`src/rtl/multicycle_controller_if.sv`:
```
// Control bundle between the multi-cycle sequencer and the shared MIPS datapath.
// The master side is the sequencer; the slave side is the datapath that consumes the selects.
interface multicycle_controller_if #(
    parameter int CNT_W = 32
);
    logic [5:0]       opcode;
    logic [5:0]       funct;
    logic             zero;
    logic             overflow;
    logic             mem_ready;
    logic             PCWr;
    logic             IRWr;
    logic             RegWr;
    logic             MemWr;
    logic             MemRd;
    logic             IorD;
    logic [1:0]       RegDst;
    logic             ALUSrc;
    logic [1:0]       Mem2Reg;
    logic [1:0]       NPCSel;
    logic [1:0]       EXTOp;
    logic [2:0]       ALUOp;
    logic             SetFlag;
    logic             illegal;
    logic [2:0]       state;
    logic [CNT_W-1:0] instret;

    modport master (
        input  opcode, funct, zero, overflow, mem_ready,
        output PCWr, IRWr, RegWr, MemWr, MemRd, IorD, RegDst, ALUSrc, Mem2Reg,
               NPCSel, EXTOp, ALUOp, SetFlag, illegal, state, instret
    );

    modport slave (
        output opcode, funct, zero, overflow, mem_ready,
        input  PCWr, IRWr, RegWr, MemWr, MemRd, IorD, RegDst, ALUSrc, Mem2Reg,
               NPCSel, EXTOp, ALUOp, SetFlag, illegal, state, instret
    );
endinterface

```
`src/rtl/multicycle_controller.sv`:
```
// Moore sequencer stepping the shared datapath through IF/ID/EX/MEM/WB.
// Controls are decoded from the latched IR every cycle; retired instructions are counted.
module multicycle_controller #(
    parameter int CNT_W        = 32,
    parameter bit ILLEGAL_TRAP = 1'b0
) (
    input  logic                   clk,
    input  logic                   rst,
    multicycle_controller_if.master bus
);
    typedef enum logic [2:0] {
        S_IF   = 3'd0,
        S_ID   = 3'd1,
        S_EX   = 3'd2,
        S_MEM  = 3'd3,
        S_WB   = 3'd4,
        S_HALT = 3'd7
    } state_t;

    typedef enum logic [3:0] {
        C_ADDU  = 4'd0,
        C_SUBU  = 4'd1,
        C_SLT   = 4'd2,
        C_JR    = 4'd3,
        C_J     = 4'd4,
        C_JAL   = 4'd5,
        C_BEQ   = 4'd6,
        C_ADDI  = 4'd7,
        C_ADDIU = 4'd8,
        C_ORI   = 4'd9,
        C_LUI   = 4'd10,
        C_LW    = 4'd11,
        C_SW    = 4'd12,
        C_ILL   = 4'd15
    } iclass_t;

    function automatic iclass_t decode(input logic [5:0] op, input logic [5:0] fn);
        iclass_t c;
        case (op)
            6'b000000: begin
                case (fn)
                    6'b100001: c = C_ADDU;
                    6'b100011: c = C_SUBU;
                    6'b101010: c = C_SLT;
                    6'b001000: c = C_JR;
                    default:   c = C_ILL;
                endcase
            end
            6'b000010: c = C_J;
            6'b000011: c = C_JAL;
            6'b000100: c = C_BEQ;
            6'b001000: c = C_ADDI;
            6'b001001: c = C_ADDIU;
            6'b001101: c = C_ORI;
            6'b001111: c = C_LUI;
            6'b100011: c = C_LW;
            6'b101011: c = C_SW;
            default:   c = C_ILL;
        endcase
        return c;
    endfunction

    state_t           state_r;
    state_t           next_s;
    logic             ovf_r;
    logic [CNT_W-1:0] instret_r;
    iclass_t          cls_s;
    logic             retire_s;

    logic       pcwr_s, irwr_s, regwr_s, memwr_s, memrd_s, iord_s, alusrc_s;
    logic       setflag_s, illegal_s;
    logic [1:0] regdst_s, mem2reg_s, npcsel_s, extop_s;
    logic [2:0] aluop_s;

    assign cls_s = decode(bus.opcode, bus.funct);

    // State register; reset aborts whatever instruction is in flight.
    always_ff @(posedge clk or posedge rst) begin
        if (rst) begin
            state_r <= S_IF;
        end else begin
            state_r <= next_s;
        end
    end

    // Signed-overflow flag captured at the end of EX for the ADDI write-back.
    always_ff @(posedge clk or posedge rst) begin
        if (rst) begin
            ovf_r <= 1'b0;
        end else if (state_r == S_EX) begin
            ovf_r <= bus.overflow;
        end else begin
            ovf_r <= ovf_r;
        end
    end

    // Retired-instruction counter, wrapping modulo 2^CNT_W.
    always_ff @(posedge clk or posedge rst) begin
        if (rst) begin
            instret_r <= '0;
        end else if (retire_s) begin
            instret_r <= instret_r + {{(CNT_W-1){1'b0}}, 1'b1};
        end else begin
            instret_r <= instret_r;
        end
    end

    // Next state and per-phase controls; rst gates every strobe combinationally.
    always_comb begin
        next_s    = state_r;
        retire_s  = 1'b0;
        pcwr_s    = 1'b0;
        irwr_s    = 1'b0;
        regwr_s   = 1'b0;
        memwr_s   = 1'b0;
        memrd_s   = 1'b0;
        iord_s    = 1'b0;
        alusrc_s  = 1'b0;
        setflag_s = 1'b0;
        illegal_s = 1'b0;
        regdst_s  = 2'b00;
        mem2reg_s = 2'b00;
        npcsel_s  = 2'b00;
        extop_s   = 2'b00;
        aluop_s   = 3'b000;
        if (rst) begin
            next_s = S_IF;
        end else begin
            case (state_r)
                S_IF: begin
                    memrd_s = 1'b1;
                    if (bus.mem_ready) begin
                        irwr_s = 1'b1;
                        pcwr_s = 1'b1;
                        next_s = S_ID;
                    end else begin
                        next_s = S_IF;
                    end
                end
                S_ID: begin
                    case (cls_s)
                        C_J: begin
                            pcwr_s   = 1'b1;
                            npcsel_s = 2'b10;
                            retire_s = 1'b1;
                            next_s   = S_IF;
                        end
                        C_JAL: begin
                            pcwr_s    = 1'b1;
                            npcsel_s  = 2'b10;
                            regwr_s   = 1'b1;
                            regdst_s  = 2'b10;
                            mem2reg_s = 2'b10;
                            retire_s  = 1'b1;
                            next_s    = S_IF;
                        end
                        C_JR: begin
                            pcwr_s   = 1'b1;
                            npcsel_s = 2'b11;
                            aluop_s  = 3'b101;
                            retire_s = 1'b1;
                            next_s   = S_IF;
                        end
                        C_ILL: begin
                            illegal_s = 1'b1;
                            next_s    = ILLEGAL_TRAP ? S_HALT : S_IF;
                        end
                        default: next_s = S_EX;
                    endcase
                end
                S_EX: begin
                    case (cls_s)
                        C_ADDU: aluop_s = 3'b000;
                        C_SUBU: aluop_s = 3'b001;
                        C_SLT:  aluop_s = 3'b100;
                        C_BEQ: begin
                            aluop_s  = 3'b001;
                            pcwr_s   = bus.zero;
                            npcsel_s = 2'b01;
                        end
                        C_ORI: begin
                            aluop_s  = 3'b011;
                            alusrc_s = 1'b1;
                            extop_s  = 2'b00;
                        end
                        C_LUI: begin
                            aluop_s  = 3'b011;
                            alusrc_s = 1'b1;
                            extop_s  = 2'b10;
                        end
                        C_ADDI, C_ADDIU, C_LW, C_SW: begin
                            aluop_s  = 3'b000;
                            alusrc_s = 1'b1;
                            extop_s  = 2'b01;
                        end
                        default: aluop_s = 3'b000;
                    endcase
                    case (cls_s)
                        C_BEQ: begin
                            retire_s = 1'b1;
                            next_s   = S_IF;
                        end
                        C_LW, C_SW: next_s = S_MEM;
                        C_ADDU, C_SUBU, C_SLT, C_ORI, C_LUI, C_ADDI, C_ADDIU: next_s = S_WB;
                        default: next_s = S_IF;
                    endcase
                end
                S_MEM: begin
                    iord_s = 1'b1;
                    if (cls_s == C_LW) begin
                        memrd_s = 1'b1;
                        next_s  = bus.mem_ready ? S_WB : S_MEM;
                    end else if (cls_s == C_SW) begin
                        memwr_s  = 1'b1;
                        retire_s = bus.mem_ready;
                        next_s   = bus.mem_ready ? S_IF : S_MEM;
                    end else begin
                        next_s = S_IF;
                    end
                end
                S_WB: begin
                    regwr_s  = 1'b1;
                    retire_s = 1'b1;
                    next_s   = S_IF;
                    case (cls_s)
                        C_LW:                 mem2reg_s = 2'b01;
                        C_ADDU, C_SUBU, C_SLT: regdst_s = 2'b01;
                        C_ADDI:               setflag_s = ovf_r;
                        default:              regdst_s  = 2'b00;
                    endcase
                end
                S_HALT: next_s = S_HALT;
                default: next_s = S_IF;
            endcase
        end
    end

    assign bus.PCWr    = pcwr_s;
    assign bus.IRWr    = irwr_s;
    assign bus.RegWr   = regwr_s;
    assign bus.MemWr   = memwr_s;
    assign bus.MemRd   = memrd_s;
    assign bus.IorD    = iord_s;
    assign bus.RegDst  = regdst_s;
    assign bus.ALUSrc  = alusrc_s;
    assign bus.Mem2Reg = mem2reg_s;
    assign bus.NPCSel  = npcsel_s;
    assign bus.EXTOp   = extop_s;
    assign bus.ALUOp   = aluop_s;
    assign bus.SetFlag = setflag_s;
    assign bus.illegal = illegal_s;
    assign bus.state   = state_r;
    assign bus.instret = instret_r;
endmodule

```
`src/flat_wrapper.sv`:
```
// flat-port wrapper written by rule: the top's interface ports become plain ports
module multicycle_controller_flat 
#(
    parameter int CNT_W        = 32,
    parameter bit ILLEGAL_TRAP = 1'b0
)
  (clk, rst, bus_opcode, bus_funct, bus_zero, bus_overflow, bus_mem_ready, bus_PCWr, bus_IRWr, bus_RegWr, bus_MemWr, bus_MemRd, bus_IorD, bus_RegDst, bus_ALUSrc, bus_Mem2Reg, bus_NPCSel, bus_EXTOp, bus_ALUOp, bus_SetFlag, bus_illegal, bus_state, bus_instret);
  multicycle_controller_if #(.CNT_W(CNT_W)) bus_i ();
  input  logic clk;
  input  logic rst;
  input wire logic [$bits(bus_i.opcode)-1:0] bus_opcode;
  input wire logic [$bits(bus_i.funct)-1:0] bus_funct;
  input wire logic [$bits(bus_i.zero)-1:0] bus_zero;
  input wire logic [$bits(bus_i.overflow)-1:0] bus_overflow;
  input wire logic [$bits(bus_i.mem_ready)-1:0] bus_mem_ready;
  output wire logic [$bits(bus_i.PCWr)-1:0] bus_PCWr;
  output wire logic [$bits(bus_i.IRWr)-1:0] bus_IRWr;
  output wire logic [$bits(bus_i.RegWr)-1:0] bus_RegWr;
  output wire logic [$bits(bus_i.MemWr)-1:0] bus_MemWr;
  output wire logic [$bits(bus_i.MemRd)-1:0] bus_MemRd;
  output wire logic [$bits(bus_i.IorD)-1:0] bus_IorD;
  output wire logic [$bits(bus_i.RegDst)-1:0] bus_RegDst;
  output wire logic [$bits(bus_i.ALUSrc)-1:0] bus_ALUSrc;
  output wire logic [$bits(bus_i.Mem2Reg)-1:0] bus_Mem2Reg;
  output wire logic [$bits(bus_i.NPCSel)-1:0] bus_NPCSel;
  output wire logic [$bits(bus_i.EXTOp)-1:0] bus_EXTOp;
  output wire logic [$bits(bus_i.ALUOp)-1:0] bus_ALUOp;
  output wire logic [$bits(bus_i.SetFlag)-1:0] bus_SetFlag;
  output wire logic [$bits(bus_i.illegal)-1:0] bus_illegal;
  output wire logic [$bits(bus_i.state)-1:0] bus_state;
  output wire logic [$bits(bus_i.instret)-1:0] bus_instret;
  assign bus_i.opcode = bus_opcode;
  assign bus_i.funct = bus_funct;
  assign bus_i.zero = bus_zero;
  assign bus_i.overflow = bus_overflow;
  assign bus_i.mem_ready = bus_mem_ready;
  assign bus_PCWr = bus_i.PCWr;
  assign bus_IRWr = bus_i.IRWr;
  assign bus_RegWr = bus_i.RegWr;
  assign bus_MemWr = bus_i.MemWr;
  assign bus_MemRd = bus_i.MemRd;
  assign bus_IorD = bus_i.IorD;
  assign bus_RegDst = bus_i.RegDst;
  assign bus_ALUSrc = bus_i.ALUSrc;
  assign bus_Mem2Reg = bus_i.Mem2Reg;
  assign bus_NPCSel = bus_i.NPCSel;
  assign bus_EXTOp = bus_i.EXTOp;
  assign bus_ALUOp = bus_i.ALUOp;
  assign bus_SetFlag = bus_i.SetFlag;
  assign bus_illegal = bus_i.illegal;
  assign bus_state = bus_i.state;
  assign bus_instret = bus_i.instret;
  multicycle_controller #(.CNT_W(CNT_W), .ILLEGAL_TRAP(ILLEGAL_TRAP)) u_core (.clk(clk), .rst(rst), .bus(bus_i));
endmodule
```
`config.mk`:
```
export PLATFORM = sky130hd
export DESIGN_NAME = multicycle_controller_flat
export DESIGN_NICKNAME = d
export VERILOG_FILES = /design/src/rtl/multicycle_controller_if.sv /design/src/rtl/multicycle_controller.sv /design/src/flat_wrapper.sv
export SDC_FILE = /design/constraint.sdc
export NUM_CORES = 1
export LEC_CHECK = 0
export BUFFER_PORTS_ARGS = -buffer_cell sky130_fd_sc_hd__buf_2
export CAP_MARGIN = 20
export CORE_AREA = 4 4 68 95
export CTS_CLUSTER_DIAMETER = 100
export DETAILED_ROUTE_END_ITERATION = 12
export DIE_AREA = 0 0 72 99
export PLACE_DENSITY = 0.81
export SLEW_MARGIN = 20
export SYNTH_ARGS = -nofsm -noshare
export SYNTH_HDL_FRONTEND = slang
export SYNTH_SLANG_ARGS = --single-unit
export TNS_END_PERCENT = 50
```
`constraint.sdc`:
```
create_clock -name clk -period 2.5 [get_ports clk]
set_clock_uncertainty 0.2 [all_clocks]
set_input_delay 0.375 -clock clk [delete_from_list [all_inputs] [get_ports clk]]
set_output_delay 0.375 -clock clk [all_outputs]
set_load 0.1 [all_outputs]
```
==> results of run 1 <==
[through the flow]
step                      setup TNS (ps)  cell area [µm²]  power (W)
after CTS                         -10790             4730    0.00151
after floorplan                   -10030             3060   0.000871
final                             -15400             5030    0.00156
after global placement            -16140             4080   0.000995
after global routing              -19410             5030    0.00161
after detailed placement          -20720             4080    0.00100
[final timing paths]
path                                          endpoint
worst min-delay path            u_core.bus.instret[14]
worst max register to register  u_core.bus.instret[22]
worst max-delay path                      bus_ALUOp[0]
max in group asynchronous        u_core.bus.instret[7]
min in group clk                          u_core.ovf_r
worst min register to register  u_core.bus.instret[31]
[worst reg2reg max path, cell delays in order, from the launching register on]
cell and delay (ps):
sky130_fd_sc_hd__dfrtp_2 420, sky130_fd_sc_hd__nand3_1 150, sky130_fd_sc_hd__nor2_1 250, sky130_fd_sc_hd__nand3_1 370, sky130_fd_sc_hd__or2_0 620, sky130_fd_sc_hd__nor4_4 350, sky130_fd_sc_hd__xnor2_1 180
[cell type report]
class,instances,share of cell area
tap,68,0.0169
clock buffer,8,0.0199
sequential,36,0.188
multi-input combinational,231,0.471
timing repair buffer,159,0.299
inverter,7,0.00597
[cells by family after synthesis]
kind of cell             Yosys count  synth area share
buffers and inverters             24            0.0493
AND/OR/NAND/NOR                  151             0.353
adder cells (fa/ha/maj)            1           0.00474
AO/OA/AOI/OAI                     42             0.126
flip-flops                        36             0.341
XOR/XNOR                          34             0.113
multiplexers                       3            0.0128
[metal layers]
layer | global-route usage | vias to the layer above | part of all wire
met2 | 0.550 | 218 | 0.55
met5 | 0 | - | 0
met4 | 0.177 | 0 | 0.053
met3 | 0.0378 | 61 | 0.061
met1 | 0.339 | 1582 | 0.34
li1 | - | 1359 | -
[flip-flops by register name (all words and copies together), names as in the netlist]
| signal | flops |
|---|---|
| u_core.ovf_r | 1 |
| u_core.bus.state | 3 |
| u_core.bus.instret | 32 |
[power by group through the flow]
stage | Clock [W] | Sequential (W) | Combinational (W)
2_1_floorplan | 0 | 0.000698 | 0.000173
3_3_place_gp | 0 | 0.000628 | 0.000368
3_5_place_dp | 0 | 0.000627 | 0.000375
4_1_cts | 0.000463 | 0.000617 | 0.000426
5_1_grt | 0.000500 | 0.000619 | 0.000495
6_report | 0.000474 | 0.000618 | 0.000472
[cells in the final DEF (no fill, tap or decap), drive strengths merged, types with 8 or more instances in the layout]
master / Yosys / final
o21ai: 8 / 8
buf: 12 / 159
xor2: 31 / 31
nor3: 15 / 15
nand2: 27 / 27
clkbuf: 5 / 8
dfrtp: 36 / 36
nor4: 17 / 17
nor2: 28 / 28
nand3: 12 / 12
[what timing repair did]
| action | CTS | global route |
|---|---|---|
| hold endpoints to repair | 0 | 0 |
| setup endpoints to repair | 46 | 49 |
| cloned | 2 | 0 |
| resized for setup | 74 | 49 |
| buffers inserted | 14 | 12 |
| pin swaps | 50 | 50 |
==> results, run 1 <==
- The worst endpoint required time is 1920 ps.
- The first detailed-routing pass ran for 7 iterations.
- The maximum number of pins on one net before global-route repair is 40.
- Setup repair after global routing could not meet its margin everywhere.
- The biggest area contributor in the post-synthesis netlist is sky130_fd_sc_hd__dfrtp_1.
- The die boundary height is 99 µm.
- The share of synthesized area in the top cell type comes to 0.341.
- In this run, distinct cell masters in the synthesized netlist total 63.
- The share of total power dissipated in combinational logic is 0.302.
- The number of design rule violations left after detail routing is 0.
- The longest clock path from root to sink contains 2 buffers.
- Counting tap cells, the placed design contains a total of 478 instances.
- The number of hold buffers added after cts is 0.
- The cell chosen for the clock root is sky130_fd_sc_hd__clkbuf_8.
- Data arrives at the worst endpoint at 2510 ps.
- The global-route total usage across every layer is 0.306.
- sky130_fd_sc_hd__dfrtp_1 is the most common cell in the netlist.
- The checks that failed: negative setup slack.
- The flip-flop cell with the highest count after synthesis is sky130_fd_sc_hd__dfrtp_1.
- Prior to clock tree synthesis, the placed netlist has a worst setup slack of -628 ps.
- The number of endpoints failing setup at the final stage is 44.
- The critical path launch point type is an input pin.
- Across all layers, the routed design uses 3220 vias.
- CTS saw 36 sinks.
- The clock tree synthesis step divided the H-tree into 2 levels.
- The number of buffer cells added on primary ports is 71.
- Walking the worst path, the cells encountered are buf_8, or4_4, nor3_4, buf_6, a2111oi_4, and2b_4, nand3_2, o21ai_4, or3_4, buf_12.
- The largest individual stage delay along the critical path comes from the cell sky130_fd_sc_hd__or4_4.
- The floorplan has 32 rows.
- The peak ir drop on the vdd network is 0.206 mV.
- The total of warnings raised by yosys is 0.
- The final layout contains 458 nets.
- The delay of the slowest cell on the worst path is 590 ps.
- The worst-skew pair later-pin latency is 300 ps.
- The number of logic stages on the critical path including buffering is 10.
- The share of the Yosys chip area taken by registers is 0.341.
- The TritonCTS clock tree is yes.
- The final hold violation count is 0.
- The number of antenna diodes in the final layout is 0.
- The run finished, with violations left.
- For this configuration, the core starts out at a cell density of 0.478.
- STA classifies the critical path endpoint as an output port.
- The number of buffers created by CTS is 5.
- The number of buffers and inverters on the critical path is 3.
- The count of max-cap constraint violations is 0.
- The synthesized design contains 0 enable-type register cells.
- At the pin with the least slew margin, the transition time is 837 ps.
- The number of nets in the synthesized netlist is 309.
- For this design the total switching power over the nets is 0.000540 W.
- The number of DRC markers after the initial detailed-route iteration is 257.
- Dividing total power by cell area gives a power density of 311 nW/µm².
- The commonest cells after synthesis are 36 x sky130_fd_sc_hd__dfrtp_1, 31 x sky130_fd_sc_hd__xor2_1, 28 x sky130_fd_sc_hd__nor2_1.
- After clock tree synthesis, the clock-pin slew on the worst setup and hold paths is 80 ps.
- The area taken by flip-flops and latches is 945 µm².
- The count of filler cells inserted in the layout is 197.
- The launching instance or port of the critical path is bus_opcode[0].
- Of the total power, the share spent switching nets is 0.345.
- The weighted congestion reported at the end of routability-driven placement is 0.986.
- The wire length of the first global-routing pass is 17000 µm.
- The start-to-end type of the worst setup path is input pin to output port.
- In this run the worst path has a maximum fanout of 6.
- Summed over all cells, the static leakage comes to 2.54 nW.
- Hold is met by 147 ps.
- The finished layout holds 509 standard cells, fillers aside.
- The worst hold path belongs to the class input pin to asynchronous set/reset pin.
- The residual antenna-violating net count after detailed routing is 0.
- After detailed routing, the average wire length per cell comes to 23.0 µm.
- The highest achievable clock rate is 324 MHz.
- Synthesis produced 291 cells.
- In this run the tightest slew margin relative to its limit is 0.442.
- The initial antenna violation count is 0.
- The cell family with the largest share of critical-path delay is simple AND/OR/NAND/NOR gates.
- After floorplanning, the core was sized to cover 5530 µm².
- The worst path setup slack after routing is -585 ps.
- The worst register-to-register path has a setup slack of -120 ps.
- The share of total power dissipated in sequential elements is 0.395.
- In the final layout, the share of cells above drive strength 1 is 0.646.
- The time the final worst path needs with I/O delays and setup is 3090 ps.
- The chip width is 72 µm.
- The number of max-slew violations in the final report is 0.
- The total half-perimeter wirelength after legalization and detailed placement is 6540 µm.
- For the worst flop-to-flop path, the logic depth is 6.
- The number of vias per cell is 6.33.
- In this run the cell area of the synthesized design comes to 2640 µm².
- The number of top-level design ports is 72.
- Summing all multi-input logic gate instances after layout gives 2370 µm².
- The number of global-route vias before repair came to 3208.
- The routed wire length is 11700 µm.
- Summed over all layers, the global routing overflow is 0.
- Of the total power, the clock network draws 0.303.
- The startpoint identified for the worst register-to-register timing path is u_core.bus.instret[2].
- The internal power of the cells totals 0.00102 W.
- The synthesized area per cell is 9.07 µm².
- The portion of the clock cycle consumed by the worst path in the final layout is 1.23.
- In this run, synthesis produced a sequential element count of 36.
- The fraction of registers with async set/reset is 1.00.
- Compared with the post-synthesis result, the final layout area differs by 90.6%.
- Ranked by total cell area, the synthesized netlist is headed by sky130_fd_sc_hd__dfrtp_1 34%, sky130_fd_sc_hd__xor2_1 10%, sky130_fd_sc_hd__nor4_2 5.2%, sky130_fd_sc_hd__nor2_1 4.0%, sky130_fd_sc_hd__nand2_1 3.8%.
- The floorplan step defined a die boundary enclosing 7130 µm².
- The end-of-flow core utilization is 0.910.
Note: power is estimated with default switching activity, not from simulation.
==> inputs of run 2 (changes only) <==
--- a/config.mk
+++ b/config.mk
@@ -5,13 +5,14 @@
 export SDC_FILE = /design/constraint.sdc
 export NUM_CORES = 1
 export LEC_CHECK = 0
+export ABC_AREA = 1
 export BUFFER_PORTS_ARGS = -buffer_cell sky130_fd_sc_hd__buf_2
 export CAP_MARGIN = 20
-export CORE_AREA = 4 4 68 95
+export CORE_AREA = 4 4 72 101
 export CTS_CLUSTER_DIAMETER = 100
 export DETAILED_ROUTE_END_ITERATION = 12
-export DIE_AREA = 0 0 72 99
-export PLACE_DENSITY = 0.81
+export DIE_AREA = 0 0 76 105
+export PLACE_DENSITY = 0.82
 export SLEW_MARGIN = 20
 export SYNTH_ARGS = -nofsm -noshare
 export SYNTH_HDL_FRONTEND = slang
==> run 2 against run 1 <==
The flow still finishes with violations (negative setup slack). Utilization is 23 points lower. Combinational power is 39% lower. Sequential share of layout area is 2.0 points higher. Cell area is 13% lower. Critical endpoint is now bus_EXTOp[1].
==> results, run 2 <==
- Outcome: finished, violations left (unchanged).
- Violated checks: negative setup slack (unchanged).
- The power density normalized to cell area is 303 nW/µm² (was 311 nW/µm²).
- The cell chosen for the clock root is sky130_fd_sc_hd__clkbuf_8 (unchanged).
- The initial antenna violation count was 0 (unchanged).
- The highest achievable clock rate is 369 MHz (was 324 MHz).
- The maximum number of pins on one net before global-route repair is 38 (was 40).
- The post-synthesis cell area is 3090 µm² (was 2640 µm²).
- The worst hold path class is input pin to register (was input pin to asynchronous set/reset pin).
- The cell family with the largest share of critical-path delay is buffers and inverters (was simple AND/OR/NAND/NOR gates).
- The count of placed standard cells including taps was 606 (was 478).
- The total half-perimeter wirelength after legalization and detailed placement is 6950 µm (was 6540 µm).
- The number of detailed-route iterations in the first pass is 4 (was 7).
- The clock-pin slew on the worst setup and hold paths was 70 ps (was 80 ps).
- The chip width is 76 µm (was 72 µm).
- The worst reg-to-reg setup slack is 230 ps (was -120 ps).
- The most frequent standard cell in the layout excluding fill and tap cells was sky130_fd_sc_hd__nand2_1 (was sky130_fd_sc_hd__buf_4).
- The number of global-route vias before repair came to 3430 (was 3208).
- The worst endpoint required time is 1920 ps (about the same).
- The top routing layer in use is met4 (unchanged).
- The number of cells produced by synthesis is 446 (was 291).
- Cell Chain, Critical Path: buf_2, inv_1, nor2_1, buf_4, nand3_1, nand3_1, nor2_2, nand3_4, inv_2, nand3_2, buf_4, a31oi_4, buf_12 (was buf_8, or4_4, nor3_4, buf_6, a2111oi_4, and2b_4, nand3_2, o21ai_4, or3_4, buf_12).
- The launch point of the worst hold path is bus_overflow.
- The worst-case setup slack after placement came to -230 ps (was -628 ps).
- The number of design rule violations left after detail routing is 0 (unchanged).
- The TritonCTS clock tree is yes (unchanged).
- The core outline area is 6440 µm² (was 5530 µm²).
- The count of max-cap constraint violations is 0 (unchanged).
- The maximum count of clock buffers along a single path is 2 (unchanged).
- The via total after detailed routing is 3383 (was 3220).
- The number of DRC markers after the initial detailed-route iteration is 217 (was 257).
- The growth of design area from synthesis to finish was 41.9% (was 90.6%).
- The number of endpoints failing setup at the final stage is 10 (was 44).
- The worst slew slack as a fraction of its limit came to 0.595 (was 0.442).
- The worst path setup slack after routing is -213 ps (was -585 ps).
- The total die area was 7980 µm² (was 7130 µm²).
- The worst-skew pair later-pin latency is 290 ps (was 300 ps).
- The share of the yosys chip area belonging to registers came to 0.291 (was 0.341).
- The critical path launch point type is an input pin (unchanged).
- The number of standard cells in the layout, taps in and fillers out came to 625 (was 509).
- The number of max-slew violations in the final report is 0 (unchanged).
- The count of standard-cell rows came to 35 (was 32).
- The endpoint arrival time on the critical path is 2140 ps (was 2510 ps).
- The number of stages on the worst hold path is 3.
- Most frequent cells after synthesis: 114 x sky130_fd_sc_hd__nand2_1, 54 x sky130_fd_sc_hd__nor2_1, 52 x sky130_fd_sc_hd__nand3_1 (was 36 x sky130_fd_sc_hd__dfrtp_1, 31 x sky130_fd_sc_hd__xor2_1, 28 x sky130_fd_sc_hd__nor2_1).
- The routed wire length is 9290 µm (was 11700 µm).
- The type of element capturing the critical path is an output port (unchanged).
- The number of buffer and inverter instances along the worst setup path came to 6 (was 3).
- The register bit total from synthesis is 36 (unchanged).
- The global-route total usage across every layer is 0.231 (was 0.306).
- The portion of the clock cycle consumed by the worst path in the final layout is 1.09 (was 1.23).
- The peak ir drop on the vdd network is 0.156 mV (was 0.206 mV).
- The wire length of the first global-routing pass is 15500 µm (was 17000 µm).
- The actual slew at the worst max-slew pin was 602 ps (was 837 ps).
- The count of flip-flops with a built-in enable after synthesis came to 0 (unchanged).
- The maximum level of the CTS H-tree is 2 (unchanged).
- The fraction of layout cells with a size suffix above 1 is 0.394 (was 0.646).
- The delay of the slowest cell on the worst path is 230 ps (was 590 ps).
- The met2 wirelength from detailed routing came to 5090 µm (was 6460 µm).
- The number of top-level design ports is 72 (unchanged).
- The weighted congestion reported at the end of routability-driven placement came to 0.967 (was 0.986).
- The critical-path maximum fanout is 4 (was 6).
- The distinct cell type count after synthesis is 33 (was 63).
- The flip-flop count of the largest register, all copies and words added is 32 (unchanged).
- The effective utilization at floorplan was 0.480 (was 0.478).
- The total met3 wirelength after detailed routing is 460 µm (was 713 µm).
- The leakage power summed over all cells is 2.20 nW (was 2.54 nW).
- The number of buffers created by CTS is 5 (unchanged).
- The total number of nets in the final design was 568 (was 458).
- The most common cell in the netlist is sky130_fd_sc_hd__nand2_1 (was sky130_fd_sc_hd__dfrtp_1).
- The path with the worst hold slack has its endpoint at u_core.ovf_r.
- The start-to-end type of the worst setup path is input pin to output port (unchanged).
- The post-synthesis cell type with the largest combined area is sky130_fd_sc_hd__dfrtp_1 (unchanged).
- The die boundary height is 105 µm (was 99 µm).
- The residual antenna-violating net count after detailed routing was 0 (unchanged).
- The launching point of the worst reg2reg path is u_core.bus.instret[0] (was u_core.bus.instret[2]).
- The destination of the worst register-to-register timing path is u_core.bus.instret[24] (was u_core.bus.instret[22]).
- The final hold violation count is 0 (unchanged).
- The synthesized area per cell was 6.93 µm² (was 9.07 µm²).
- The final routed wire length divided by cell count is 14.9 µm (was 23.0 µm).
- The area share of the largest cell type after synthesis is 0.291 (was 0.341).
- The post-route setup TNS was -1420 ps (was -15400 ps).
- The TritonCTS sink count is 36 (unchanged).
- The number of nets in the synthesized netlist is 464 (was 309).
- The flip-flop cell with the highest count after synthesis is sky130_fd_sc_hd__dfrtp_1 (unchanged).
- The overall overflow remaining after global route is 0 (unchanged).
- The time the final worst path needs with I/O delays and setup is 2710 ps (was 3090 ps).
- Synth top area cells: sky130_fd_sc_hd__dfrtp_1 29%, sky130_fd_sc_hd__nand2_1 14%, sky130_fd_sc_hd__nand3_1 8.4%, sky130_fd_sc_hd__nand2_2 6.9%, sky130_fd_sc_hd__nor2_1 6.6% (was sky130_fd_sc_hd__dfrtp_1 34%, sky130_fd_sc_hd__xor2_1 10%, sky130_fd_sc_hd__nor4_2 5.2%, sky130_fd_sc_hd__nor2_1 4.0%, sky130_fd_sc_hd__nand2_1 3.8%).
- The worst-case reg-to-reg path depth was 10 (was 6).
- The total routed wire length on the met1 layer is 3300 µm (was 3930 µm).
- The fraction of registers with async set/reset is 1.00 (unchanged).
- The number of buffer cells added on primary ports was 71 (unchanged).
- The total of warnings raised by yosys is 0 (unchanged).
- The end-of-flow core utilization is 0.682 (was 0.910).
- The count of filler cells inserted in the layout is 498 (was 197).
- Leading cell types in the layout, fill and taps excluded: 106 x sky130_fd_sc_hd__nand2_1, 50 x sky130_fd_sc_hd__buf_2, 46 x sky130_fd_sc_hd__nand3_1 (was 62 x sky130_fd_sc_hd__buf_4, 46 x sky130_fd_sc_hd__buf_2, 31 x sky130_fd_sc_hd__xor2_1).
- Unrepaired setup endpoints after global routing: yes (unchanged).
- The number of vias per cell was 5.41 (was 6.33).
- The count of inserted antenna diode cells is 0 (unchanged).
- The worst-path cell with the longest stage delay is sky130_fd_sc_hd__nor2_2 (was sky130_fd_sc_hd__or4_4).
-- run 2: cell count changes after synthesis, sizes merged, moves of 5 or more --
cell	before	now
xor2	31	18
nor4b	5	0
inv	7	40
nand2	27	154
xnor2	3	11
nor3b	6	1
nand4	6	12
nor2b	6	0
nor2	28	64
nand3	12	57
o21ai	8	1
nor4	17	7
-- run 2: worst reg2reg max path: cells and delay by family, from the launching register on --
kind	cells	cell delay (ps)
XOR/XNOR	1	170
AND/OR/NAND/NOR	8	1160
adder cells (fa/ha/maj)	1	250
flip-flops	1	420
-- run 2: power breakdown --
part / switching [W] / internal [W]
registers: 0.0000138 / 0.000594
clock network: 0.000207 / 0.000225
logic: 0.000198 / 0.0000925
-- run 2: how the worst max path moves through the flow --
stage | start | end | cells after the start
finish | bus_opcode[0] | bus_EXTOp[1] | 13
detailed placement | bus_opcode[5] | bus_ALUOp[0] | 12
global placement | bus_opcode[0] | bus_EXTOp[1] | 13
global route | bus_opcode[0] | bus_ALUOp[0] | 13
floorplan | u_core.bus.state[2] | bus_ALUOp[0] | 8
CTS | bus_opcode[4] | bus_ALUOp[0] | 13
-- run 2: layer usage --
metal  vias up  global-route usage
li1       1644                   -
met3        34              0.0379
met2       115               0.443
met5         -                   0
met4         0               0.127
met1      1590               0.229
-- run 2: logic make-up (layout without fill, tap and decap cells) --
kind of cell	Yosys count	after routing	share of synthesized area
and+or+nand+nor	315	315	0.514
adders and majority gates	1	1	0.00404
buffers and inverters	53	158	0.0862
xor gates and xnor gates	29	29	0.0821
DFF	36	36	0.291
AOI/OAI and AO/OA	12	12	0.0222
-- run 2: metrics by stage --
step                hold WS [ps]  cell area [µm²]  power (W)
finish                       108             4390    0.00133
global route                 134             4390    0.00139
CTS                         95.0             4320    0.00133
detailed placement           176             4090   0.000880
global placement             173             4090   0.000871
floorplan                    243             3290   0.000797
-- run 2: layout make-up --
| class | instances | area (µm²) | share of cell area |
|---|---|---|---|
| clock buffers | 8 | 90.1 | 0.0205 |
| multi-input cells | 357 | 2180 | 0.496 |
| repair buffers | 109 | 955 | 0.217 |
| well taps | 74 | 92.6 | 0.0211 |
| flip-flops and latches | 36 | 915 | 0.208 |
| inverters | 41 | 161 | 0.0368 |
-- run 2: timing repair --
item | in CTS | in global routing
hold endpoints to repair | 3 | 0
setup endpoints to repair | 10 | 43
buffers inserted | 6 | 4
hold buffers | 1 | 0
gates resized for setup | 21 | 11
pin swaps | 16 | 13
